[src/rtl/uart_rx_oversampled.sv]
// uart_rx_oversampled: UART receiver with built-in oversampling tick generator,
// 2-of-3 majority-vote bit sampling, false-start rejection, optional parity
// and 1 or 2 stop bits. A frame completes at the vote point of its last stop
// bit, so back-to-back frames with short stop bits are accepted.
// Optional feature macro: UART_RX_BREAK_DETECT_EN (break_det strobe).
module uart_rx_oversampled #(
    parameter int CLK_FREQ    = 50000000,
    parameter int BAUD        = 115200,
    parameter int OVERSAMPLE  = 16,
    parameter int DATA_BITS   = 8,
    parameter int PARITY_MODE = 0,
    parameter int STOP_BITS   = 1
) (
    input  logic                 system_clk,
    input  logic                 rst,
    input  logic                 rx_data,
    output logic [DATA_BITS-1:0] data_out,
    output logic                 rx_done,
    output logic                 parity_err,
    output logic                 frame_err,
    output logic                 busy,
    output logic [2:0]           flag_state,
    output logic                 break_det
);

    localparam int DIV_RAW = CLK_FREQ / (BAUD * OVERSAMPLE);
    localparam int DIV     = (DIV_RAW < 1) ? 1 : DIV_RAW;
    localparam int DIV_W   = (DIV > 1) ? $clog2(DIV) : 1;
    localparam int S_W     = $clog2(OVERSAMPLE);

    localparam logic [DIV_W-1:0] DIV_LAST = DIV_W'(DIV - 1);
    localparam logic [S_W-1:0]   S_VOTE_A = S_W'(OVERSAMPLE / 2 - 1);
    localparam logic [S_W-1:0]   S_VOTE_B = S_W'(OVERSAMPLE / 2);
    localparam logic [S_W-1:0]   S_VOTE_C = S_W'(OVERSAMPLE / 2 + 1);
    localparam logic [S_W-1:0]   S_END    = S_W'(OVERSAMPLE - 1);
    localparam logic [3:0]       DATA_LAST = 4'(DATA_BITS - 1);
    localparam logic [3:0]       STOP_LAST = 4'(STOP_BITS - 1);

    typedef enum logic [2:0] {
        IDLE   = 3'd0,
        START  = 3'd1,
        DATA   = 3'd2,
        PARITY = 3'd3,
        STOP   = 3'd4
    } state_t;

    state_t               state;
    state_t               next_state;
    logic                 sync1;
    logic                 sync2;
    logic                 rx_s;
    logic [DIV_W-1:0]     div_cnt;
    logic                 tick;
    logic [S_W-1:0]       s_cnt;
    logic                 vote_a;
    logic                 vote_b;
    logic                 vote;
    logic                 vote_pt;
    logic                 bit_end;
    logic [3:0]           bit_cnt;
    logic [DATA_BITS-1:0] shreg;
    logic                 par_bad;
    logic                 ferr_acc;
    logic                 armed;
    logic                 start_frame;
    logic                 complete;
    logic                 false_start;

    // 2-of-3 majority of the three mid-bit samples
    function automatic logic majority(input logic a, input logic b, input logic c);
        return (a & b) | (a & c) | (b & c);
    endfunction

    // Parity check: odd mode wants XOR(data, p) = 1, even mode wants 0
    function automatic logic parity_mismatch(input logic [DATA_BITS-1:0] d, input logic p);
        logic x;
        x = (^d) ^ p;
        return (PARITY_MODE == 1) ? ~x : x;
    endfunction

    assign rx_s       = sync2;
    assign tick       = (div_cnt == DIV_LAST);
    assign vote       = majority(vote_a, vote_b, rx_s);
    assign vote_pt    = tick && (s_cnt == S_VOTE_C);
    assign bit_end    = tick && (s_cnt == S_END);
    assign busy       = (state != IDLE);
    assign flag_state = state;

    // Two-flop synchroniser on the asynchronous serial line
    always_ff @(posedge system_clk) begin
        if (rst) begin
            sync1 <= 1'b1;
            sync2 <= 1'b1;
        end else begin
            sync1 <= rx_data;
            sync2 <= sync1;
        end
    end

    // Oversampling tick divider, re-phased to the start-bit falling edge
    always_ff @(posedge system_clk) begin
        if (rst || start_frame || tick) begin
            div_cnt <= '0;
        end else begin
            div_cnt <= div_cnt + DIV_W'(1);
        end
    end

    // FSM state register
    always_ff @(posedge system_clk) begin
        if (rst) begin
            state <= IDLE;
        end else begin
            state <= next_state;
        end
    end

    // FSM next-state logic and frame-level strobes
    always_comb begin
        next_state  = state;
        start_frame = 1'b0;
        complete    = 1'b0;
        false_start = 1'b0;
        case (state)
            IDLE: begin
                if (armed && !rx_s) begin
                    next_state  = START;
                    start_frame = 1'b1;
                end
            end
            START: begin
                if (vote_pt && vote) begin
                    next_state  = IDLE;
                    false_start = 1'b1;
                end else if (bit_end) begin
                    next_state = DATA;
                end
            end
            DATA: begin
                if (bit_end && (bit_cnt == DATA_LAST)) begin
                    next_state = (PARITY_MODE != 0) ? PARITY : STOP;
                end
            end
            PARITY: begin
                if (bit_end) begin
                    next_state = STOP;
                end
            end
            STOP: begin
                if (vote_pt && (bit_cnt == STOP_LAST)) begin
                    next_state = IDLE;
                    complete   = 1'b1;
                end
            end
            default: next_state = IDLE;
        endcase
    end

    // Sample counter within a bit, plus the two early majority samples
    always_ff @(posedge system_clk) begin
        if (rst || start_frame || (state == IDLE)) begin
            s_cnt <= '0;
        end else if (tick) begin
            s_cnt <= (s_cnt == S_END) ? '0 : s_cnt + S_W'(1);
        end
        if (tick && (s_cnt == S_VOTE_A)) begin
            vote_a <= rx_s;
        end
        if (tick && (s_cnt == S_VOTE_B)) begin
            vote_b <= rx_s;
        end
    end

    // Bit counter: data bits in DATA, stop bits in STOP
    always_ff @(posedge system_clk) begin
        if (rst || start_frame) begin
            bit_cnt <= '0;
        end else if (bit_end) begin
            if (next_state != state) begin
                bit_cnt <= '0;
            end else if ((state == DATA) || (state == STOP)) begin
                bit_cnt <= bit_cnt + 4'd1;
            end
        end
    end

    // Payload shift register (LSB first) and per-frame error accumulators
    always_ff @(posedge system_clk) begin
        if (vote_pt && (state == DATA)) begin
            shreg <= {vote, shreg[DATA_BITS-1:1]};
        end
        if (rst || start_frame) begin
            par_bad  <= 1'b0;
            ferr_acc <= 1'b0;
        end else if (vote_pt) begin
            if (state == PARITY) begin
                par_bad <= parity_mismatch(shreg, vote);
            end
            if ((state == STOP) && !vote) begin
                ferr_acc <= 1'b1;
            end
        end
    end

    // Start qualifier: after any frame ends the line must be seen high in IDLE
    always_ff @(posedge system_clk) begin
        if (rst || complete || false_start) begin
            armed <= 1'b0;
        end else if ((state == IDLE) && rx_s) begin
            armed <= 1'b1;
        end
    end

    // Output registers, updated in the frame-completion cycle
    always_ff @(posedge system_clk) begin
        if (rst) begin
            data_out   <= '0;
            rx_done    <= 1'b0;
            parity_err <= 1'b0;
            frame_err  <= 1'b0;
        end else begin
            rx_done <= complete;
            if (complete) begin
                data_out   <= shreg;
                parity_err <= par_bad;
                frame_err  <= ferr_acc | ~vote;
            end
        end
    end

`ifdef UART_RX_BREAK_DETECT_EN
    logic zero_acc;

    // Break tracker: stays set while every data/parity/stop vote is 0
    always_ff @(posedge system_clk) begin
        if (rst) begin
            zero_acc  <= 1'b0;
            break_det <= 1'b0;
        end else begin
            if (start_frame) begin
                zero_acc <= 1'b1;
            end else if (vote_pt && vote && (state != START)) begin
                zero_acc <= 1'b0;
            end
            break_det <= complete && zero_acc && !vote;
        end
    end
`else
    assign break_det = 1'b0;
`endif

endmodule

[config.mk]
export PLATFORM = sky130hd
export DESIGN_NAME = uart_rx_oversampled
export DESIGN_NICKNAME = d
export VERILOG_FILES = /design/src/rtl/uart_rx_oversampled.sv
export SDC_FILE = /design/constraint.sdc
export NUM_CORES = 1
export LEC_CHECK = 0
export CORE_ASPECT_RATIO = 1.1
export CORE_UTILIZATION = 56
export CTS_CLUSTER_DIAMETER = 100
export DETAILED_ROUTE_END_ITERATION = 10
export GPL_ROUTABILITY_DRIVEN = 1
export PLACE_DENSITY = 0.78
export SLEW_MARGIN = 20
export SYNTH_ARGS = -nofsm -noshare
export SYNTH_HDL_FRONTEND = slang
export SYNTH_SLANG_ARGS = --single-unit
[constraint.sdc]
create_clock -name system_clk -period 2.86 [get_ports system_clk]
set_clock_uncertainty 0.1 [all_clocks]
set_input_delay 0.572 -clock system_clk [delete_from_list [all_inputs] [get_ports system_clk]]
set_output_delay 0.572 -clock system_clk [all_outputs]
set_load 0.05 [all_outputs]
==> results.txt, run 1 <==
The number of global-route vias before repair came out at 1429. The post-layout minimum cycle time came out at about 2.7 ns. The routed design has ~3500 um of wire. Across the VDD grid, the largest voltage drop is 0.000353 V.

The global-route wire length before repair is 6210 um. The accumulated negative setup slack is 0 ns. The critical path goes through nor3_2 > inv_1 > clkdlybuf4s50_1. The net count of the finished layout came out at between 200 and 250. The run finished with clean final reports. The share of cells above drive strength 1 is 0.0905. The detail route stage leaves a number of antenna-violating nets equal to 0. The headroom to the max-slew limit came out at 0.540. The final clock period utilization by the worst path is 0.936.

The arrival time of the worst setup path came out at ~2.0 ns. The post-CTS setup buffer count is 0. The delay of the slowest cell on the worst path came out at approximately 0.80 ns.

The total die area came out at roughly 0.0037 mm2. The via count normalized by instance count came out at 5.52. The number of flops mapped to enable cells by yosys came out at 10. The final number of max-transition violations is 0. The antenna cell count came out at 0. The share of flip-flops with an asynchronous set or reset is 0. The worst setup path is of the reg2out kind. The clock transition at the registers of the reported paths came out at roughly 0.15 ns. Setup repair after global routing left no endpoint under its margin. The number of antenna violations at the first check in global routing is 0.

The count of input and output buffers is 17. The global-route total usage across every layer is 0.219. In the synthesized netlist the dominant register cell turns out to be dfxtp_1. The initial core utilization is 0.588.

The synthesized instance count came out at ~190. The cell sitting at the root of the clock tree is a clkbuf_4. In this run the core area contains 22 standard-cell rows.

The top-level I/O count came out at 19. The later-pin clock latency in the skew report came out at between 0.3 and 0.4 ns. The DRC violation total after the first TritonRoute iteration is 40. The number of different library cells used by synthesis comes to between 40 and 50. The post-synth design cell area came out at 0.00196 mm2. Power comes to ~0.96 mW.

The count of hold-fix buffers inserted at cts came out at 0. The die boundary height came out at ~64 um. The core box area came out at 0.00333 mm2. The number of buffers on the longest clock path is 2.

The worst setup path is captured at an output pin. The detailed-routing iteration count for the pre-antenna-repair pass came out at 4. The transition time at the pin with the least slew margin is roughly 0.69 ns. Along the worst path, the maximum fanout reaches 10. The post-route DRC violation count is 0. For this design the ratio of total power to cell area is between 400 and 500 mW/mm2. The width of the chip is 58.4 um. Entering global routing, the biggest net connects 21 pins. When the netlist entered floorplanning its net count stood at around 200. The minimum setup slack in the final design is 0.184 ns. The HPWL after detailed placement is 2660 um. The class of the tightest hold or removal check is reg2reg.

At the end of routability-driven placement, the weighted congestion stood at 0.801. The number of sinks on the clock net came out at 42. Max-cap violations in this run came to 0. TritonCTS built the clock tree. From synthesis to final layout, the design area changed by 13.2%. The number of warnings printed during yosys synthesis is 0. The routed length per placed instance is 13.7 um. The part of the Yosys area used for sequential elements came out at 0.481. The average instance area after synthesis is about 10 um2. The H-tree generated during clock tree synthesis spans 2 levels. The top cell types in the final layout, fill and taps aside, are 32 x dfxtp_1, 24 x nor2_1, 17 x clkdlybuf4s50_1. The number of gates resized after CTS was 0. The count of endpoints failing hold in the final timing report came to 0.

The required time of the worst setup path came out at approximately 2.2 ns. The worst setup slack before clock tree synthesis came out at about 0.48 ns. TritonCTS created 5 clock buffers. The highest attainable clock frequency is 0.374 GHz. The library cell used most frequently in the layout, excluding fill and tap cells, is dfxtp_1. Global routing finished with a remaining overflow of 0. Summing over every cut layer, the via total after detailed routing is between 1000 and 1500. The synthesized design contains 42 register bits. For this design the static power due to leakage is roughly 0.8 nW. The worst setup path is launched from a flop. Among all stages on the critical path, the largest delay is contributed by clkdlybuf4s50_1. Setup violations remaining at the end of the flow were counted as 0.
[kinds of logic (layout without fill, tap and decap cells)]
| group | count (synthesis) | after routing | share of synthesized area |
|---|---|---|---|
| and+or+nand+nor | 73 | 73 | 0.217 |
| adders and majority gates | 8 | 8 | 0.0505 |
| xor gates and xnor gates | 13 | 13 | 0.0652 |
| DFF | 42 | 42 | 0.481 |
| AOI/OAI and AO/OA | 28 | 28 | 0.0914 |
| buffers and inverters | 16 | 35 | 0.0422 |
| muxes | 10 | 10 | 0.0511 |
| other | 1 | 1 | 0.00192 |
[through the flow]
stage,utilization,cell area [um2],hold slack (ns),cells
finish,0.666,2220,0.362,258
global route,0.666,2220,0.372,258
CTS,0.664,2210,0.360,258
detailed placement,0.646,2150,0.294,250
global placement,0.646,2150,0.295,250
floorplan,-,1960,0.289,191
[synthesized netlist by cell type, types with 2 or more instances]
library cell | number | area (um2)
buf_2 | 3 | 15.0
and4b_1 | 3 | 30.0
nor3_1 | 5 | 25.0
a21oi_1 | 9 | 45.0
nor2b_1 | 2 | 12.5
edfxtp_1 | 10 | 300
nor3b_1 | 2 | 15.0
o21ai_1 | 2 | 10.0
nand2b_1 | 4 | 25.0
xor2_1 | 3 | 26.3
dfxtp_1 | 32 | 641
ha_1 | 7 | 87.6
clkbuf_1 | 2 | 7.51
nor2_1 | 24 | 90.1
nand3b_1 | 2 | 15.0
nand3_1 | 4 | 20.0
inv_1 | 8 | 30.0
a31oi_1 | 3 | 18.8
mux2i_1 | 10 | 100
xnor2_1 | 9 | 78.8
nand2_1 | 12 | 45.0
o21ai_0 | 4 | 20.0
or3_1 | 2 | 12.5
and3_1 | 3 | 18.8
a311oi_1 | 2 | 17.5
buf_6 | 2 | 22.5
or2_2 | 2 | 12.5
[worst max-delay path, delay by kind of cell, from the launching register on]
family	cells	cell delay, ns
buffers and inverters	2	0.90
flip-flops	1	0.60
AND/OR/NAND/NOR	1	0.13
[flip-flops by register name, indices dropped and copies added, names as in the netlist, 3 cells and up]
name / count
s_cnt: 4
flag_state: 3
data_out: 8
shreg: 8
div_cnt: 5
bit_cnt: 4
[worst paths after layout]
path                  from          end  slack (ns)  depth (start not counted)
max          flag_state[0]         busy        0.18                          3
min reg2reg          sync1         rx_s        0.36                          1
max reg2reg     div_cnt[0]  data_out[6]        0.52                          8
min                  sync1         rx_s        0.36                          1
[where the power goes]
group          switching (mW)  total, mW  internal [mW]
sequential            0.00674      0.618          0.611
combinational          0.0239     0.0390         0.0150
clock                   0.203      0.302         0.0984
[layout make-up]
class,instances,area (um2)
multi-input cells,133,940
repair buffers,19,185
inverters,8,30.0
clock buffers,5,37.5
well taps,48,60.1
fillers,273,1110
clock inverters,3,23.8
flip-flops and latches,42,941
[metal layers]
| layer | global-route usage | up-vias | share of wire |
|---|---|---|---|
| met5 | 0 | - | 0 |
| met4 | 0.0714 | 0 | 0.019 |
| met3 | 0.0628 | 7 | 0.042 |
| met2 | 0.399 | 34 | 0.53 |
| met1 | 0.239 | 683 | 0.41 |
| li1 | - | 700 | - |
Power figures use the tool's default switching activity.
==> run 2: changes to the inputs <==
--- a/config.mk
+++ b/config.mk
@@ -7,7 +7,6 @@
 export LEC_CHECK = 0
 export CORE_ASPECT_RATIO = 1.1
 export CORE_UTILIZATION = 56
-export CTS_CLUSTER_DIAMETER = 100
 export DETAILED_ROUTE_END_ITERATION = 10
 export GPL_ROUTABILITY_DRIVEN = 1
 export PLACE_DENSITY = 0.78
==> results of run 2 <==
Final layout, timing and power as in run 1 (identical DEF).
